File: config.mk
export PLATFORM = sky130hd
export DESIGN_NAME = mssd_tx
export DESIGN_NICKNAME = d
export VERILOG_FILES = /design/src/rtl/mssd_tx.sv
export SDC_FILE = /design/constraint.sdc
export NUM_CORES = 1
export LEC_CHECK = 0
export BUFFER_PORTS_ARGS = -buffer_cell sky130_fd_sc_hd__buf_2
export CORE_ASPECT_RATIO = 0.7
export CORE_MARGIN = 2
export CORE_UTILIZATION = 40
export CTS_BUF_LIST = sky130_fd_sc_hd__clkbuf_2 sky130_fd_sc_hd__clkbuf_4 sky130_fd_sc_hd__clkbuf_8
export DETAILED_ROUTE_END_ITERATION = 8
export PLACE_DENSITY = 0.54
export SYNTH_ARGS = -nofsm -noshare
export SYNTH_HDL_FRONTEND = slang
export SYNTH_SLANG_ARGS = --single-unit
File: constraint.sdc
create_clock -name clk -period 2.9 [get_ports clk]
set_clock_uncertainty 0.15 [all_clocks]
set_input_delay 0.29 -clock clk [delete_from_list [all_inputs] [get_ports clk]]
set_output_delay 0.29 -clock clk [all_outputs]
set_load 0.05 [all_outputs]
File: src/rtl/mssd_tx.sv
// mssd_tx: serial frame transmitter.
// Frame on serOut: start bit (0), 8-bit header {len, port} MSB first,
// len*8 payload bits (each byte MSB first), stop bit, then IDLE_GAP high cycles.
// Payload bytes enter through a one-entry buffer using a valid/ready handshake.
// If the buffer is empty at a byte boundary (underrun), the rest of the
// payload is sent as zeros, the stop bit is 0 and error pulses.
//
// Ports:
//   clk        - clock, rising edge
//   rst        - synchronous active-low reset
//   start      - frame request, sampled when idle
//   port, len  - destination port and payload length (0 = 64 bytes), latched on accept
//   byte_in, byte_valid / byte_ready - payload byte handshake
//   serOut     - registered serial line, idle high
//   busy       - frame in progress, including the idle gap
//   done       - one-cycle pulse on a good stop bit
//   error      - one-cycle pulse on a frame aborted by underrun
module mssd_tx #(
  parameter int unsigned IDLE_GAP = 1
) (
  input  logic       clk,
  input  logic       rst,
  input  logic       start,
  input  logic [1:0] port,
  input  logic [5:0] len,
  input  logic [7:0] byte_in,
  input  logic       byte_valid,
  output logic       byte_ready,
  output logic       serOut,
  output logic       busy,
  output logic       done,
  output logic       error
);

  localparam int unsigned CNT_W = 9;
  localparam int unsigned GAP_W = 4;
  localparam int unsigned LEN_W = 7;

  typedef enum logic [2:0] {IDLE, START, HEADER, DATA, STOP, GAP} state_t;

  state_t             state;
  logic [7:0]         hdr;
  logic [2:0]         hcnt;
  logic [CNT_W-1:0]   bits_left;   // payload bits remaining after the current one
  logic [6:0]         sh;          // unsent bits of the current byte
  logic [7:0]         byte_buf;
  logic               buf_full;
  logic [LEN_W-1:0]   acc;         // bytes accepted this frame
  logic [LEN_W-1:0]   len_eff;
  logic               underrun;
  logic [GAP_W-1:0]   gcnt;

  logic               load_now;
  logic               have_byte;
  logic               ld_bit;
  logic [6:0]         ld_sh;
  logic               xfer;
  logic               accept;

  // Handshake and byte-boundary decode
  always_comb begin
    load_now   = ((state == HEADER) && (hcnt == 3'd7)) ||
                 ((state == DATA) && (bits_left[2:0] == 3'd0) && (bits_left != '0));
    byte_ready = ((state == START) || (state == HEADER) || (state == DATA)) &&
                 !underrun && (acc < len_eff) && (!buf_full || load_now);
    xfer       = byte_valid && byte_ready;
    have_byte  = buf_full && !underrun;
    ld_bit     = have_byte ? byte_buf[7]   : 1'b0;
    ld_sh      = have_byte ? byte_buf[6:0] : 7'd0;
    // The last gap cycle also samples start so back-to-back frames keep
    // exactly IDLE_GAP high cycles between stop and start bits.
    accept     = start && ((state == IDLE) || ((state == GAP) && (gcnt == '0)));
  end

  // Frame sequencer with registered line and status outputs
  always_ff @(posedge clk) begin
    if (!rst) begin
      state     <= IDLE;
      serOut    <= 1'b1;
      busy      <= 1'b0;
      done      <= 1'b0;
      error     <= 1'b0;
      hdr       <= '0;
      hcnt      <= '0;
      bits_left <= '0;
      sh        <= '0;
      byte_buf  <= '0;
      buf_full  <= 1'b0;
      acc       <= '0;
      len_eff   <= '0;
      underrun  <= 1'b0;
      gcnt      <= '0;
    end else begin
      done  <= 1'b0;
      error <= 1'b0;

      // Shifter load empties the buffer; a same-cycle transfer refills it
      if (load_now) buf_full <= 1'b0;
      if (xfer) begin
        byte_buf <= byte_in;
        buf_full <= 1'b1;
        acc      <= acc + LEN_W'(1);
      end

      unique case (state)
        IDLE: begin
          serOut <= 1'b1;
          busy   <= 1'b0;
        end
        START: begin
          state  <= HEADER;
          serOut <= hdr[7];
          hdr    <= {hdr[6:0], 1'b0};
          hcnt   <= '0;
        end
        HEADER: begin
          if (hcnt == 3'd7) begin
            state     <= DATA;
            bits_left <= CNT_W'({len_eff, 3'b000} - 10'd1);
            serOut    <= ld_bit;
            sh        <= ld_sh;
            if (!have_byte) underrun <= 1'b1;
          end else begin
            serOut <= hdr[7];
            hdr    <= {hdr[6:0], 1'b0};
            hcnt   <= hcnt + 3'd1;
          end
        end
        DATA: begin
          if (bits_left == '0) begin
            state  <= STOP;
            serOut <= !underrun;
            done   <= !underrun;
            error  <= underrun;
          end else begin
            bits_left <= bits_left - CNT_W'(1);
            if (load_now) begin
              serOut <= ld_bit;
              sh     <= ld_sh;
              if (!have_byte) underrun <= 1'b1;
            end else begin
              serOut <= sh[6];
              sh     <= {sh[5:0], 1'b0};
            end
          end
        end
        STOP: begin
          state  <= GAP;
          serOut <= 1'b1;
          gcnt   <= GAP_W'(IDLE_GAP - 1);
        end
        GAP: begin
          serOut <= 1'b1;
          if (gcnt == '0) begin
            state <= IDLE;
            busy  <= 1'b0;
          end else begin
            gcnt <= gcnt - GAP_W'(1);
          end
        end
        default: begin
          state  <= IDLE;
          serOut <= 1'b1;
          busy   <= 1'b0;
        end
      endcase

      if (accept) begin
        state    <= START;
        serOut   <= 1'b0;
        busy     <= 1'b1;
        hdr      <= {len, port};
        len_eff  <= (len == 6'd0) ? LEN_W'(64) : LEN_W'(len);
        acc      <= '0;
        underrun <= 1'b0;
        buf_full <= 1'b0;
      end
    end
  end

endmodule

== Yosys cells after proc, flatten, opt, wreduce, memory -nomap -nowiden ==
Index checks and enable logic that the tools add are counted.

* $add $sub $neg: 5
* Magnitude comparators: 1
* Equality and inequality tests: 19
* Muxes and demuxes: 37
* Bitwise gates (word level): 2
* Reductions and logical operators: 39

{| class="wikitable"
|+ Operator list
! kind !! count
|-
| 7-bit two-way mux || 5
|-
| 9-bit two-way mux || 2
|-
| 3-bit one-hot mux with 6 select lines || 1
|-
| 9-bit one-hot mux with 2 select lines || 1
|-
| 9-bit by 1-bit subtractor with 9-bit output (second input constant) || 2
|-
| 8-bit two-way mux || 2
|-
| 8-bit one-hot mux with 2 select lines || 1
|-
| 1-bit two-way mux || 14
|-
| 7-bit one-hot mux with 2 select lines || 1
|-
| 3-bit two-way mux || 4
|-
| 2-bit inequality test (second input constant) || 6
|-
| 4-bit AND reduction || 3
|-
| 1-bit logical AND || 10
|-
| 3-bit equality test (second input constant) || 3
|-
| 9-bit logical NOT || 1
|-
| 9-bit nonzero test || 1
|-
| 4-bit one-hot mux with 2 select lines || 1
|-
| 2-bit AND reduction || 4
|-
| 2-bit nonzero test || 4
|-
| 7-bit by 1-bit adder with 7-bit output (second input constant) || 1
|-
| 7-bit less-than comparator || 1
|-
| 3-bit by 2-bit equality test with 1-bit output (second input constant) || 2
|-
| 3-bit logical NOT || 2
|-
| 6-bit logical NOT || 1
|-
| other kinds (18) || 30
|}

* Flip-flop bits (word level): 62
* Input bits: 20
* Output and inout bits: 5
* Logic and storage cells: 119

== Depth between registers and ports, before layout ==
Gate-level depths: netlist of run 1.

* Word-level depth: 8
* Gate-level depth with buffers: 9
* Mapped depth without buffers: 7

== Least setup slack after synthesis of run 1 ==
Ideal clock, no wire load.

* Path kind: flip-flop to output port
* Start: register hcnt[0]
* End: output byte_ready
* Arrival time: 1,942 ps
* Required time: 2,460 ps
* Slack: 518 ps
* Cell stages (with the launch flop): 8
* Path buffers: 1
* Cells stage by stage: dfxtp_1 ha_1 ha_1 nand2_1 nor3_2 o311ai_2 buf_6 nor2_1

* Longest elaborated chain between the ends: 5

{| class="wikitable"
|+ Ends and longest elaborated chain
! item !! line !! RTL
|-
| from (decl) || 43 || <nowiki>logic [2:0] hcnt;</nowiki>
|-
| from (signal assigned) || 126 || <nowiki>hcnt <= hcnt + 3'd1;</nowiki>
|-
| 3-bit equality test || 62 || <nowiki>load_now = ((state == HEADER) && (hcnt == 3'd7)) ||</nowiki>
|-
| 1-bit logical AND || 62 ||
|-
| 1-bit logical OR || 62 ||
|-
| 1-bit logical OR || 65 || <nowiki>!underrun && (acc < len_eff) && (!buf_full || load_now);</nowiki>
|-
| 1-bit logical AND || 65 ||
|-
| to (decl) || 28 || <nowiki>output logic byte_ready,</nowiki>
|}

No other way between the ends.

== Worst setup path in the final report of run 1 ==
Ends and elaborated chain as after synthesis.

==> results of run 1 <==
-- registers in the layout, indices dropped and copies added (netlist names) --
signal,flops
acc,7
bits_left,9
buf_full,1
busy,1
byte_buf,8
done,1
error,1
gcnt,4
hcnt,3
hdr,8
len_eff,7
serOut,1
sh,7
state,3
underrun,1
-- worst min-delay path by stage --
stage                             startpoint                       end  cells after the start
CTS                               byte_in[0]  byte_buf[0]$_SDFFE_PN0P_                      3
floorplan                         byte_in[0]  byte_buf[0]$_SDFFE_PN0P_                      2
global route                      byte_in[0]  byte_buf[0]$_SDFFE_PN0P_                      3
detailed placement  byte_buf[6]$_SDFFE_PN0P_  byte_buf[6]$_SDFFE_PN0P_                      2
global placement    byte_buf[3]$_SDFFE_PN0P_  byte_buf[3]$_SDFFE_PN0P_                      2
finish                            byte_in[0]  byte_buf[0]$_SDFFE_PN0P_                      3
-- per-layer routing --
| layer | track usage [%] | vias to the layer above | share of wire (%) |
|---|---|---|---|
| met5 | 0 | - | 0 |
| met4 | 6.95 | 0 | 1.4 |
| met3 | 5.51 | 9 | 3.8 |
| met2 | 26.3 | 45 | 40 |
| met1 | 26.4 | 1296 | 55 |
| li1 | - | 1461 | - |
-- repair_timing --
| action | 4_1_cts | 5_1_grt |
|---|---|---|
| gates resized for setup | 0 | 1 |
| endpoints found under the setup margin | 0 | 1 |
| hold buffers | 0 | 0 |
-- stage by stage --
| step | total power, mW | worst slack [ps] |
|---|---|---|
| after global routing | 2.13 | 95.6 |
| after global placement | 1.29 | 400 |
| after detailed placement | 1.30 | 328 |
| after floorplan | 1.21 | 518 |
| final | 2.02 | 231 |
| after CTS | 2.05 | 76.6 |
-- worst max-delay path, stage by stage, from the launching register on --
cell      delay (ps)
dfxtp_1          350
ha_1             160
ha_1             170
nand2_1           80
nor3_2           470
o311ai_4         240
nor2_1           130
buf_2            270
-- final cells by class --
type                       count  area (sq um)  share of cell area [%]
inverter                      14          52.6                    1.39
clock buffer                  15           194                    5.14
multi-input combinational    297          1940                    51.3
tap                          101           126                    3.35
timing repair buffer          38           225                    5.97
sequential                    62          1240                    32.9
-- synthesized netlist by cell type (all sizes together) (3+ instances only) --
| library cell | n |
|---|---|
| nor4 | 3 |
| a31o | 3 |
| inv | 14 |
| nor2b | 8 |
| a21boi | 14 |
| a31oi | 8 |
| buf | 8 |
| nor3b | 3 |
| nand3b | 10 |
| nand2 | 62 |
| and2 | 10 |
| mux2i | 17 |
| a21oi | 15 |
| or4 | 5 |
| o21ai | 28 |
| a211oi | 3 |
| o21a | 5 |
| nor3 | 6 |
| xnor2 | 4 |
| clkbuf | 14 |
| dfxtp | 62 |
| nand3 | 10 |
| o211ai | 5 |
| nor2 | 20 |
| nand4 | 6 |
| nand2b | 8 |
| ha | 14 |
| o31ai | 4 |
-- cells by family after synthesis --
logic type	synth area share, %
AOI/OAI and AO/OA	20.8
xor gates and xnor gates	1.05
adders and majority gates	5.27
buffers and inverters	4.67
DFF	37.4
muxes	5.12
and+or+nand+nor	25.7
-- report_power, final --
group | internal, mW | total [mW] | switching [mW]
clock | 0.419 | 0.739 | 0.320
sequential | 0.891 | 0.926 | 0.0354
combinational | 0.146 | 0.357 | 0.211
==> results.md, run 1 <==
* Failing checks: DRC
* Required time of the critical path at between 2000 and 2500 ps
* Setup CP Type: flop to output pin
* # DRC at 1
* Fraction of registers with async set/reset at 0%
* Tcrit/Tclk final at about 92%
* Dpl cell area at between 3000 and 4000 sq um
* Finish-stage setup viols at 0
* Number of max-cap violations at 0
* DP HPWL at 5540 microns
* Register bit total from synthesis at 62
* Cell variety after synth at 60
* Vert. Die Dim at between 80 and 90 microns
* Largest net degree at the start of global routing at 52
* TritonCTS Buffers at 9
* Area grow syn2layout at 13.6%
* Die Wd at 113 microns
* YS warnings at 0
* Synth Cell Area at 3320 sq um
* Setup TNS at 0 ps
* Number of flops mapped to enable cells by yosys at 0
* Post-DR wirelength/cell at 14.6 microns
* Rows at 27
* Crit path from: hcnt[0]$_SDFFE_PN0P_
* Critical path arrival at 2230 ps
* Total GRT Usage at 18.6%
* # diodes at 0
* Fillers at 808
* First-pass GRT wire length at 13000 microns
* Pre-antenna DRT Iters at 7
* Vias in the first global route at 2565
* Clock sinks at between 60 and 70
* Largest area contributor in the netlist: dfxtp_1
* Hold WC Path Type: primary input to flop
* R2R Path Start: len_eff[2]$_SDFFE_PN0P_
* Final Hold Fails at 0
* R2R depth at 8
* Gpl congestion at 0.798
* GR Overflow Total at 0
* Seq/Total Area, Yosys at about 37%
* Initial antenna violation count at 0
* Synth top area cells: dfxtp_1 (37%), nand2_1 (7.0%), ha_1 (5.3%)
* Synth Area per Inst at 8.41 sq um
* # port buffers at 24
* Ports at 25
* CP max FO at 13
* Starting Density at 41.7%
* Antenna-violating nets left at 0
* Design area at around 3800 sq um
* DRT Wirelength at 7680 microns
* Inst Count DP at 512
* Reg2reg setup slack at 390 ps
* Clock buffer depth at 2
* FMAX at 375 MHz
* Element type at the critical path start: flop
* Reg2reg end: acc[3]$_SDFFE_PP0P_
* End of the critical path: byte_ready
* Commonest non-fill, non-tap cells in the layout: nand2_1 (62), dfxtp_1 (62), o21ai_0 (27)
* Synth top area share at 37.4%
* Synthesized instance count at roughly 400
* Status: complete, but fails checks
* Finished Core Util at between 40% and 50%
* CTS HTree Levels at 3
* Unrepaired setup endpoints after global routing: false
* Post-Layout Cell Count at 527
* Clock Latency Late Sink at 350 ps
* # Post-CTS Setup Buffers at 0
* Via Count at 2811
* Clock Pin Slew Worst Setup and Hold Paths at 70 ps
* CP Capture Type: output pin
* CTS tree: done
* Pwr Density at 536 nW/um^2
* Share of cells above drive strength 1 at 15.0%
* Leak at 1.46 nW
* Syn_nets at 429
* Net count, final at about 460
* WHS at 29.6 ps
* Die area at 9060 sq um
* Slew Viols, Final at 0
* Root Buffer: clkbuf_8
* Core area at 7970 sq um
* Period minus WS final at 2670 ps
* Routed vias/inst at 5.33
* Maximum vdd drop at 238 uV
* Relative slew slack at a little under half
* Slew @ Worst Pin at 790 ps
* DRT iter0 DRCs at 175
* Ys flop type: dfxtp_1
Power figures use the tool's default switching activity.
==> run 2, diff against run 1 <==
Settings changed: CELL_PAD_IN_SITES_DETAIL_PLACEMENT set to 0, CELL_PAD_IN_SITES_GLOBAL_PLACEMENT set to 1, PLACE_DENSITY 0.54 to 0.68, SLEW_MARGIN set to 15.
==> run 2 against run 1 <==
The run still ends with DRC left; sequential power about the same; flip-flop and latch count unchanged; critical path depth unchanged; hold slack got worse by 10 ps; maximum frequency increased by 0.21%; setup slack improved by 5.6 ps; sequential share of layout area increased by 0.42 points; routed wire length decreased by 0.52%; total power decreased by 5.3%; combinational power about the same; via count decreased by 0.78%; highest routed layer unchanged.
==> results.md, run 2 (same netlist as run 1, synthesis figures left out) <==
* DRT iter0 DRCs at approximately 180
* Pre-antenna DRT Iters at 6
* Reg2reg setup slack at 360 ps
* Relative slew slack at 41.9%
* Number of max-cap violations at 0
* Initial antenna violation count at 0
* Starting Density at 41.7%
* CP Capture Type: output pin
* Slew @ Worst Pin at 863 ps
* Power Internal at 1.34 mW
* Dpl ws at 333 ps
* Element type at the critical path start: flop
* Design area at 3730 sq um
* Core area at roughly 8000 sq um
* CTS tree: done
* # DRC at 1
* TritonCTS Buffers at 9
* DRT Wirelength at ~7600 microns
* Via Count at approximately 2800
* Clock buffer depth at 2
* Vert. Die Dim at 80.2 microns
* Maximum vdd drop at between 200 and 250 uV
* Ports at 25
* Post-DR wirelength/cell at between 10 and 15 microns
* Pwr Density at between 500 and 600 nW/um^2
* # diodes at 0
* Unrepaired setup endpoints after global routing: false
* Clock Latency Late Sink at 360 ps
* Net count, final at around 460
* Top Registers: bits_left x9, byte_buf x8, hdr x8
* Comb power frac at 18.8%
* Switching portion of total power at 30.1%
* Area grow syn2layout at 12.2%
* Sequential share of power at 48.4%
* Reg with most FFs: bits_left
* Leak at roughly 1.4 nW
* Psw at around 0.58 mW
* Total GRT Usage at a little under a fifth
* DP HPWL at 5440 microns
* Slew Viols, Final at 0
* Share of cells above drive strength 1 at 14.6%
* Die Wd at 113 microns
* Hold WC Path Type: primary input to flop
* Required time of the critical path at between 2000 and 2500 ps
* Setup CP Type: flop to output pin
* FMAX at 375 MHz
* Max FFs per register at 9
* GR Overflow Total at 0
* Tcrit/Tclk final at between 90% and 100%
* # port buffers at 24
* Failing checks: DRC
* Clock Power Share at 32.8%
* Dpl cell area at 3570 sq um
* # Post-CTS Setup Buffers at 0
* Post-CTS sizing at 0
* Largest net degree at the start of global routing at between 40 and 50
* Vias in the first global route at between 2000 and 3000
* Setup ws final at between 200 and 250 ps
* Root Buffer: clkbuf_8
* CP max FO at 13
* Finish-stage setup viols at 0
* Antenna-violating nets left at 0
* Clock sinks at 62
* WHS at 19.5 ps
* Status: complete, but fails checks
* Commonest non-fill, non-tap cells in the layout: nand2_1 (62), dfxtp_1 (62), o21ai_0 (27)
* Routed vias/inst at 5.31
* Critical path arrival at 2220 ps
* CTS HTree Levels at 3
* Clock Pin Slew Worst Setup and Hold Paths at 70 ps
* Final Hold Fails at 0
* First-pass GRT wire length at roughly 13000 microns
* Gpl congestion at 0.782
* Setup TNS at 0 ps
* Die area at 9060 sq um
* Rows at 27
* Period minus WS final at about 2700 ps
* Hold Buf Count CTS at 0
* Total Power at 1.92 mW
-- run 2: routing by layer --
layer / GRT usage, % / vias up / wire length, microns
li1: - / 1459 / -
met1: 26.8 / 1287 / 4220
met2: 25.9 / 35 / 3020
met3: 5.51 / 8 / 297
met4: 6.22 / 0 / 99
met5: 0 / - / 0
-- run 2: critical path: stages (launching register included) --
cell	delay [ps]
dfxtp_1	350
ha_1	150
ha_1	180
nand2_1	90
nor3_2	430
o311ai_4	230
nor2_1	160
buf_2	280
-- run 2: layout make-up --
class,count,area [sq um]
fill,798,4250
multi-input combinational,297,1940
sequential,62,1240
timing repair buffer,38,225
clock buffer,10,131
tap,101,126
inverter,14,52.6
clock inverter,3,15.0
-- run 2: power by group through the flow --
| stage | Clock (mW) | Sequential (mW) | Combinational, mW |
|---|---|---|---|
| after CTS | 0.651 | 0.926 | 0.357 |
| after global routing | 0.687 | 0.932 | 0.402 |
| final | 0.629 | 0.926 | 0.360 |
| after detailed placement | 0 | 0.945 | 0.355 |
| after global placement | 0 | 0.944 | 0.354 |
| after floorplan | 0 | 0.949 | 0.259 |
-- run 2: stage by stage --
stage | utilization, % | instances
floorplan | - | 395
global placement | 44.8 | 512
detailed placement | 44.8 | 512
CTS | 46.6 | 525
global route | 46.8 | 525
finish | 46.8 | 525
-- run 2: final timing paths --
check	start	endpoint	depth (start not counted)
setup / recovery	hcnt[0]$_SDFFE_PN0P_	byte_ready	7
hold / removal	byte_in[7]	byte_buf[7]$_SDFFE_PN0P_	3
setup reg to reg	state[0]$_SDFFE_PN0P_	len_eff[6]$_SDFFE_PN0P_	7
hold reg to reg	byte_buf[2]$_SDFFE_PN0P_	byte_buf[2]$_SDFFE_PN0P_	2
==> run 3, diff against run 2 <==
Settings changed: CORE_ASPECT_RATIO 0.7 to not set.
==> run 3 against run 2 <==
The run now ends clean; maximum frequency down 0.23%; cell count up 1.7%; via count up 3.3%; die area down 0.13%; cell area up 2.6%; utilization up 0.26 points; first-iteration DRC count down 37%; combinational power down 1%; clock-buffer cell count unchanged; hold slack better by 12 ps; critical endpoint unchanged; largest power group unchanged; highest routed layer unchanged.
==> results.md, run 3 (same netlist as run 1, synthesis figures left out) <==
* Commonest non-fill, non-tap cells in the layout: nand2_1 (62), dfxtp_1 (62), o21ai_0 (27)
* Gpl congestion at 0.828
* Setup TNS at 0 ps
* Clock Pin Slew Worst Setup and Hold Paths at about 70 ps
* FMAX at 375 MHz
* Pwr Density at 561 nW/um^2
* Final Hold Fails at 0
* Finish-stage setup viols at 0
* Antenna-violating nets left at 0
* TritonCTS Buffers at 9
* Element type at the critical path start: flop
* CTS HTree Levels at 3
* Required time of the critical path at around 2500 ps
* Status: completed
* Largest net degree at the start of global routing at 28
* # DRC at 0
* CP Capture Type: output pin
* Tcrit/Tclk final at 92.1%
* Worst path depth at 7
* First-pass GRT wire length at 13400 microns
* Critical path arrival at 2230 ps
* Routed vias/inst at 5.40
* Die Wd at roughly 95 microns
* Worst path bufs/invs at 1
* Dpl ws at 350 ps
* Via Count at 2882
* Max FFs per register at 9
* Number of max-cap violations at 0
* DP HPWL at 5620 microns
* Crit-path cells: ha_1 > ha_1 > nand2_1 > nor3_2 > o311ai_4 > nor2_1 > buf_2
* Clock buffer depth at 2
* Reg with most FFs: bits_left
* Pre-antenna DRT Iters at 6
* Unrepaired setup endpoints after global routing: false
* Hold WC Path Type: primary input to flop
* DRT iter0 DRCs at 113
* # diodes at 0
* Total GRT Usage at a little under a fifth
* Total Power at between 2 and 2.5 mW
* Kind of cell adding the most delay to the critical path: simple AND/OR/NAND/NOR gates
* Top Registers: bits_left x9, byte_buf x8, hdr x8
* Area grow syn2layout at 15.1%
* Period minus WS final at 2670 ps
* Post-DR wirelength/cell at 14.6 microns
* CTS tree: done
* Net count, final at 458
* Root Buffer: clkbuf_8
* Max incr delay on CP at 450 ps
* Clock Latency Late Sink at 340 ps
* Starting Density at 40.8%
* Crit-path slowest cell: nor3_2
* Clock sinks at a little over 60
* Post-Layout Cell Count at 534
* Core area at 8130 sq um
* Relative slew slack at 51.7%
* Setup CP Type: flop to output pin
* Die area at 9050 sq um
* Ports at 25
* Vert. Die Dim at 95.1 microns
* Leak at 1.47 nW
* Inst Count DP at around 520
* Slew @ Worst Pin at just over 700 ps
* Setup ws final at about 230 ps
* WHS Path Cells at 3
* Vias in the first global route at approximately 2700
* GR Overflow Total at 0
* R2R depth at 7
* # port buffers at 24
* Rows at 33
* Cell mode on critical path: ha_1
* DRT Wirelength at just under 8000 microns
* Finished Core Util at 47.0%
* CP max FO at 13
* Maximum vdd drop at 215 uV
* Slew Viols, Final at 0
* Initial antenna violation count at 0
* Share of cells above drive strength 1 at between 10% and 20%
-- run 3: cell count changes in the layout (fill, tap and decap cells not counted) --
cell        previous run  this run
bufinv_16              0         2
buf_4                 14        16
clkinvlp_4             0         2
clkinv_2               3         2
clkbuf_8               9        10
clkbuf_4               1         0
-- run 3: where the power goes --
group,leakage (nW),internal (mW),total [mW],switching [mW]
clock,0.108,0.504,0.859,0.355
sequential,0.503,0.890,0.929,0.0389
combinational,0.863,0.148,0.356,0.208
total,1.47,1.54,2.14,0.602
-- run 3: tightest hold or removal path, delay by kind of cell --
| kind | cells | cell delay, ps |
|---|---|---|
| buffers and inverters | 1 | 90 |
| multiplexers | 1 | 50 |
| AND/OR/NAND/NOR | 1 | 40 |
-- run 3: metrics by stage --
stage                     hold WS [ps]  cell area [sq um]
after floorplan                    282               3320
after global placement             296               3590
after detailed placement           302               3590
after CTS                         16.2               3810
after global routing              24.2               3820
final                             31.0               3820
-- run 3: routing by layer --
layer | vias up | share of wire [%] | GRT usage, %
li1 | 1472 | - | -
met1 | 1344 | 50 | 26.2
met2 | 53 | 45 | 29.6
met3 | 13 | 3.0 | 3.87
met4 | 0 | 1.5 | 7.25
met5 | - | 0 | 0
-- run 3: layout make-up --
| class | count | area [sq um] |
|---|---|---|
| Multi-Input combinational cell | 297 | 1940 |
| Timing Repair Buffer | 40 | 240 |
| Sequential cell | 62 | 1240 |
| Inverter | 14 | 52.6 |
| Clock buffer | 10 | 138 |
| Fill cell | 820 | 4310 |
| Tap cell | 105 | 131 |
| Clock inverter | 6 | 85.1 |
-- run 3: worst paths after layout --
| path | startpoint | to | slack, ps |
|---|---|---|---|
| worst min register to register | byte_buf[3]$_SDFFE_PN0P_ | byte_buf[3]$_SDFFE_PN0P_ | 310 |
| worst max register to register | acc[2]$_SDFFE_PP0P_ | byte_buf[6]$_SDFFE_PN0P_ | 410 |
| worst min-delay path | byte_in[3] | byte_buf[3]$_SDFFE_PN0P_ | 30 |
| worst max-delay path | hcnt[0]$_SDFFE_PN0P_ | byte_ready | 230 |
-- run 3: what timing repair did --
action	4_1_cts	5_1_grt
gates resized for setup	0	1
hold buffers	0	0
endpoints found under the setup margin	0	1
setup buffers	0	0
